$ cat src/rtl/dsp_frame_sched.sv
// Shares one single-channel DSP core between the left and right audio channels,
// buffering one extra frame. Define SCHED_TIMEOUT_EN to add a DSP-result watchdog.
module dsp_frame_sched #(
  parameter int WIDTH       = 16,
  parameter int CNT_W       = 16,
  parameter int TIMEOUT_CYC = 64
) (
  input  logic             sclk_i,
  input  logic             rst_n_i,
  input  logic             rx_valid_i,
  input  logic [WIDTH-1:0] rx_left_i,
  input  logic [WIDTH-1:0] rx_right_i,
  output logic             dsp_req_o,
  output logic             dsp_chan_o,
  output logic [WIDTH-1:0] dsp_data_o,
  input  logic             dsp_ready_i,
  input  logic             dsp_done_i,
  input  logic [WIDTH-1:0] dsp_result_i,
  output logic [WIDTH-1:0] tx_left_o,
  output logic [WIDTH-1:0] tx_right_o,
  output logic             tx_load_o,
  output logic             busy_o,
  output logic             overrun_o,
  input  logic             ovr_clr_i,
  output logic             timeout_o,
  output logic [CNT_W-1:0] frame_cnt_o
);

  typedef enum logic [2:0] {
    S_IDLE, S_REQ_L, S_WAIT_L, S_REQ_R, S_WAIT_R, S_LOAD
  } state_t;

  state_t             state_q, state_d;
  logic [WIDTH-1:0]   cur_l_q, cur_l_d, cur_r_q, cur_r_d;
  logic               pend_vld_q, pend_vld_d;
  logic [WIDTH-1:0]   pend_l_q, pend_l_d, pend_r_q, pend_r_d;
  logic [WIDTH-1:0]   res_l_q, res_l_d;
  logic [WIDTH-1:0]   tx_l_q, tx_l_d, tx_r_q, tx_r_d;
  logic [CNT_W-1:0]   cnt_q, cnt_d;
  logic               ovr_q, ovr_d, ovr_set;
  logic               wait_st, done_eff;
  logic [WIDTH-1:0]   res_eff;

  assign wait_st = (state_q == S_WAIT_L) || (state_q == S_WAIT_R);

`ifdef SCHED_TIMEOUT_EN
  localparam int TW = $clog2(TIMEOUT_CYC + 1);
  logic [TW-1:0] wdog_q, wdog_d;
  logic          to_q, to_d, expired;

  // A stalled DSP is bypassed: the raw sample stands in for the missing result.
  assign expired  = wait_st && !dsp_done_i && (wdog_q == TW'(TIMEOUT_CYC - 1));
  assign done_eff = dsp_done_i || expired;
  assign res_eff  = dsp_done_i ? dsp_result_i
                  : ((state_q == S_WAIT_L) ? cur_l_q : cur_r_q);
  assign wdog_d   = wait_st ? wdog_q + TW'(1) : '0;
  assign to_d     = expired || (to_q && !ovr_clr_i);
  assign timeout_o = to_q;

  always_ff @(posedge sclk_i) begin
    if (!rst_n_i) begin
      wdog_q <= '0;
      to_q   <= 1'b0;
    end else begin
      wdog_q <= wdog_d;
      to_q   <= to_d;
    end
  end
`else
  assign done_eff  = dsp_done_i;
  assign res_eff   = dsp_result_i;
  assign timeout_o = 1'b0;
`endif

  always_comb begin
    state_d = state_q;
    unique case (state_q)
      S_IDLE:   if (pend_vld_q || rx_valid_i) state_d = S_REQ_L;
      S_REQ_L:  if (dsp_ready_i)              state_d = S_WAIT_L;
      S_WAIT_L: if (done_eff)                 state_d = S_REQ_R;
      S_REQ_R:  if (dsp_ready_i)              state_d = S_WAIT_R;
      S_WAIT_R: if (done_eff)                 state_d = S_LOAD;
      S_LOAD:                                 state_d = S_IDLE;
      default:                                state_d = S_IDLE;
    endcase
  end

  // NOTE: every variable gets a hold default first so no path can infer a latch.
  always_comb begin
    cur_l_d    = cur_l_q;
    cur_r_d    = cur_r_q;
    pend_vld_d = pend_vld_q;
    pend_l_d   = pend_l_q;
    pend_r_d   = pend_r_q;
    res_l_d    = res_l_q;
    tx_l_d     = tx_l_q;
    tx_r_d     = tx_r_q;
    cnt_d      = cnt_q;
    ovr_set    = 1'b0;

    if (state_q == S_IDLE) begin
      if (pend_vld_q) begin
        cur_l_d    = pend_l_q;
        cur_r_d    = pend_r_q;
        pend_vld_d = rx_valid_i;
        if (rx_valid_i) begin
          pend_l_d = rx_left_i;
          pend_r_d = rx_right_i;
        end
      end else if (rx_valid_i) begin
        cur_l_d = rx_left_i;
        cur_r_d = rx_right_i;
      end
    end else if (rx_valid_i) begin
      if (pend_vld_q) begin
        ovr_set = 1'b1;
      end else begin
        pend_vld_d = 1'b1;
        pend_l_d   = rx_left_i;
        pend_r_d   = rx_right_i;
      end
    end

    if (state_q == S_WAIT_L && done_eff) res_l_d = res_eff;
    if (state_q == S_WAIT_R && done_eff) begin
      tx_l_d = res_l_q;
      tx_r_d = res_eff;
    end
    if (state_q == S_LOAD) cnt_d = cnt_q + CNT_W'(1);
  end

  assign ovr_d = ovr_set || (ovr_q && !ovr_clr_i);

  // NOTE: data registers are reset as well, since every output must read 0 after reset.
  always_ff @(posedge sclk_i) begin
    if (!rst_n_i) begin
      state_q    <= S_IDLE;
      cur_l_q    <= '0;
      cur_r_q    <= '0;
      pend_vld_q <= 1'b0;
      pend_l_q   <= '0;
      pend_r_q   <= '0;
      res_l_q    <= '0;
      tx_l_q     <= '0;
      tx_r_q     <= '0;
      cnt_q      <= '0;
      ovr_q      <= 1'b0;
    end else begin
      // NOTE: non-blocking updates so all flops sample pre-edge values together.
      state_q    <= state_d;
      cur_l_q    <= cur_l_d;
      cur_r_q    <= cur_r_d;
      pend_vld_q <= pend_vld_d;
      pend_l_q   <= pend_l_d;
      pend_r_q   <= pend_r_d;
      res_l_q    <= res_l_d;
      tx_l_q     <= tx_l_d;
      tx_r_q     <= tx_r_d;
      cnt_q      <= cnt_d;
      ovr_q      <= ovr_d;
    end
  end

  always_comb begin
    dsp_req_o  = (state_q == S_REQ_L) || (state_q == S_REQ_R);
    dsp_chan_o = (state_q == S_REQ_R);
    dsp_data_o = '0;
    if (state_q == S_REQ_L) dsp_data_o = cur_l_q;
    if (state_q == S_REQ_R) dsp_data_o = cur_r_q;
    tx_load_o  = (state_q == S_LOAD);
    busy_o     = (state_q != S_IDLE);
  end

  assign tx_left_o   = tx_l_q;
  assign tx_right_o  = tx_r_q;
  assign overrun_o   = ovr_q;
  assign frame_cnt_o = cnt_q;

endmodule

$ cat config.mk
export PLATFORM = sky130hd
export DESIGN_NAME = dsp_frame_sched
export DESIGN_NICKNAME = d
export VERILOG_FILES = /design/src/rtl/dsp_frame_sched.sv
export SDC_FILE = /design/constraint.sdc
export NUM_CORES = 1
export LEC_CHECK = 0
export CORE_MARGIN = 2
export CORE_UTILIZATION = 48
export CTS_BUF_LIST = sky130_fd_sc_hd__clkbuf_2
export CTS_CLUSTER_DIAMETER = 40
export DETAILED_ROUTE_END_ITERATION = 10
export PLACE_DENSITY = 0.83
export SYNTH_ARGS = -nofsm -noshare
export SYNTH_HDL_FRONTEND = slang
export SYNTH_SLANG_ARGS = --single-unit
$ cat constraint.sdc
create_clock -name sclk_i -period 1.6 [get_ports sclk_i]
set_input_delay 0.24 -clock sclk_i [delete_from_list [all_inputs] [get_ports sclk_i]]
set_output_delay 0.24 -clock sclk_i [all_outputs]
set_load 0.05 [all_outputs]
# == Word level (Yosys, flattened, before mapping) ==
# Index checks and enable logic that the tools add are counted.
# W data, S select, Z words.
# word_totals
register_bits,133
in_bits,54
out_inout_bits,70
word_cells,65
# op_classes
addsub,1
eq_ne,13
mux,26
n_reduce_logical,14
# op_table
operator,count
$mux W16,14
$add A16 B1 Y16 const B,1
$mux W3,5
$pmux W3 S5,1
$ne A2 B2 Y1 const B,6
$eq A3 B2 Y1 const B,2
$eq A3 B3 Y1 const B,2
$mux W1,6
$reduce_and A5 Y1,1
$ne A2 B1 Y1 const B,2
$reduce_and A4 Y1,1
$reduce_bool A2 Y1,2
$eq A3 B1 Y1 const B,1
$logic_and A1 B1 Y1,3
$logic_not A3 Y1,1
$logic_or A1 B1 Y1,3
$reduce_bool A3 Y1,1
$reduce_and A2 Y1,1
$logic_not A1 Y1,1

# == Depth between registers and ports, before layout ==
# logic_depth
depth_word,4
ltp_mapped,7
mapped_depth_nobuf,5

# == Worst setup path after synthesis ==
# No wires, ideal clock.
# synth_path
path_type,flip-flop to output port
startpoint,register state_q[1]
endpoint,output port dsp_data_o[10]
arrival_time_ps,1692
required_ps,1360
setup_slack_ps,-332
path_stages_with_launch,6
n_path_buf,3
cell_sequence,dfxtp_1 buf_2 buf_2 buf_2 mux2i_1 nor2_1
# synth_between
elab_chain_cells,3
# synth_lines
item,line_no,source
from (decl),33,"state_t state_q, state_d;"
from (signal assigned),150,state_q <= state_d;
$eq A3 B1 Y1,168,if (state_q == S_REQ_L) dsp_data_o = cur_l_q;
$mux W16,168,
$mux W16 (*),169,if (state_q == S_REQ_R) dsp_data_o = cur_r_q;
to (decl),15,"output logic [WIDTH-1:0] dsp_data_o,"
# Mark *: on every way between the ends. The rest lies on a longest branch, timed or not.

# == Worst setup path after layout ==
# layout_path
startpoint,register state_q[1]
endpoint,output port dsp_data_o[6]
# The elaborated chain is that of the path after synthesis.

==> flow_summary.ini <==
[detailed_routing]
drc = 0
routedWlPerCell_um = 23.9
num_vias = 6066
viasPerCell = 6.06
routed_wl_mm = 23.9
drt-initial-drc-count = 623
dr.pass1.iters = 5
ant_nets = 0

[status]
status = finished with violations
violations = setup timing

[finish]
utilization_pct = 85.1
fillers = 516
n_antenna_cell = 0
drive_gt1_share_pct = 58.9
num-nets-final = 897
area_growth_pct = 73.4

[setup_path]
crit_required_ns = 1.36
critical_path_arrival_ns = 1.95
worstSetupPathType = reg2out
cp-end-kind = output pin
cp_max_fo = 7
start_kind = flip-flop
reg2reg_slack_ns = -0.57

[timing]
tns_ns = -40.48
setup_viol = 145
rsz0062_at_grt = yes
fmax_ghz = 0.456
fin_crit_sh_pct = 137
slew_headroom_pct = 59.2
clock-skew-final_ns = 0.0465
hold_viol_final = 0
fin_ws_ns = -0.594
slew_viol_final = 0
fin_crit_ns = 2.19
worstMarginPinSlew_ns = 0.612

[place]
port-buffer-count = 122
place_ws_ns = -0.102
gp_congestion = 0.824
dp_hpwl_mm = 9.97

[global_route]
grt_max_degree = 66
antenna_found_initial = 0
grt_first_pass_wirelength_mm = 29.0
grt_pass1_vias = 5687
grt_overflow_total = 0
groute.usage.overall_pct = 28.5

[yosys]
syn-cell-area_um2 = 5870
yosys.area.top_type = dfxtp_1
synth_cells = 650
synthDistinctLibCells = 37
async_reset_ff_share_pct = 0
ys_ff_latch = 133
syn-mean-instance-area_um2 = 9.04
yosysTopAreaCellShare_pct = 45.3
ys.flop_type = dfxtp_1
synthTopCellsByArea = dfxtp_1, nand2_1, mux2i_1
synth.most_common_cell = nand2_1
synth_fp_nets = 705
seq_area_frac_synth_pct = 45.3
yosys_warnings = 0
synth_edf_count = 0
synth_top_cells_by_count = nand2_1, dfxtp_1, nor2_1

[worst_hold_path]
hp-class = in2reg

[clock_tree]
clock_sinks = 133
root_buffer = clkbuf_2
cts_htree_levels = 4
cts_buffer_depth = 2
cts.clk_slew.worst_paths_ns = 0.24
cts_tree = yes
cts_buffers = 17
worstSkewPairLatency_ns = 0.76

[floorplanning]
dieArea_um2 = 13100
die_h_um = 115
rows = 40
initial_core_util_pct = 49.1
num_io_pins = 124
core-area_um2 = 12000
die_w_um = 115

[power]
ir_drop_uv = 552
leakage_nw = 3.76
power_density_nw_per_um2 = 893

[flow_run]
maxCapViolCount = 0
==> cells by family after synthesis <==
group | count (synthesis) | synth area share [%]
AOI/OAI and AO/OA | 131 | 17.2
buffers and inverters | 60 | 5.82
xor gates and xnor gates | 10 | 1.49
DFF | 133 | 45.3
muxes | 49 | 8.35
adders and majority gates | 2 | 0.383
and+or+nand+nor | 264 | 21.4
other | 1 | 0.0639
==> area by class of cell <==
cell class                 count  area [um^2]  area share (%)
tap                          147          184            1.81
clock inverter                12          136            1.34
multi-input combinational    458         4060            39.8
clock buffer                  19         95.1           0.934
timing repair buffer         227         2940            28.9
sequential                   133         2740            26.9
inverter                       5         25.0           0.246
==> worst max-delay path: stages (launching register included) <==
cell and delay (ns):
dfxtp_2 0.41, buf_6 0.13, buf_12 0.16, mux2i_4 0.29, nor2_4 0.07, buf_12 0.15
==> state kept, by name, indices dropped and copies added, names as in the netlist <==
| register | flops |
|---|---|
| tx_left_o | 16 |
| overrun_o | 1 |
| cur_l_q | 16 |
| cur_r_q | 16 |
| pend_vld_q | 1 |
| pend_l_q | 16 |
| state_q | 3 |
| frame_cnt_o | 16 |
| tx_right_o | 16 |
| res_l_q | 16 |
| pend_r_q | 16 |
==> through the flow <==
stage	hold WS, ns	instance area (um^2)	total power (W)	std cells
after detailed placement	0.447	7440	0.00545	893
after CTS	0.0307	9050	0.00855	973
after global routing	0.0258	10200	0.00932	1001
final	0.0567	10200	0.00909	1001
after floorplan	0.361	5940	0.00485	650
after global placement	0.436	7440	0.00539	893
==> path summary, 6_finish.rpt <==
path	from	to	cells past startpoint
setup / recovery	state_q[1]$_SDFFE_PN0P_	dsp_data_o[6]	5
hold / removal	dsp_result_i[5]	tx_right_o[5]$_SDFFE_PN0P_	3
setup reg to reg	state_q[1]$_SDFFE_PN0P_	pend_r_q[8]$_SDFFE_PN0P_	11
hold reg to reg	pend_r_q[15]$_SDFFE_PN0P_	pend_r_q[15]$_SDFFE_PN0P_	2
==> layout by cell type (no fill, tap or decap), drive strengths merged <==
cell	Yosys	layout
conb	1	1
a32oi	2	2
inv	5	5
dfxtp	133	133
clkbuf	26	23
xnor2	3	3
and3	4	4
a211oi	32	32
maj3	1	1
or4	2	2
o21ai	38	38
nand3	38	38
bufinv	0	3
nand2b	3	3
a21oi	57	57
nand4	4	4
nor2	64	65
clkinv	0	9
nor3	2	2
and4	2	2
dlygate4sd3	0	1
ha	1	1
or3	7	7
clkdlybuf4s50	0	52
xor2	7	7
and4b	1	1
buf	29	170
nand2	134	134
o31ai	2	2
and3b	1	1
and2	2	2
mux2i	49	49
==> repair_timing <==
item	in CTS	in global routing
resized for setup	179	264
hold buffers	1	0
cloned	14	7
endpoints found under the setup margin	75	185
buffers inserted	36	33
endpoints found under the hold margin	11	0
pin swaps	56	76
==> power breakdown <==
part | total, W | leakage, nW | switching, W | internal, W
combinational | 0.00312 | 2.51 | 0.00156 | 0.00156
clock | 0.00218 | 0.150 | 0.00132 | 0.000854
sequential | 0.00379 | 1.10 | 0.000277 | 0.00352
==> metal layers <==
metal / vias to the layer above / wire length (um) / track usage, %
met5: - / 0 / 0
met4: 0 / 1450 / 16.2
met3: 119 / 1590 / 7.89
met2: 351 / 12300 / 49.2
met1: 2977 / 8520 / 31.5
li1: 2619 / - / -
Power figures use the tool's default switching activity.
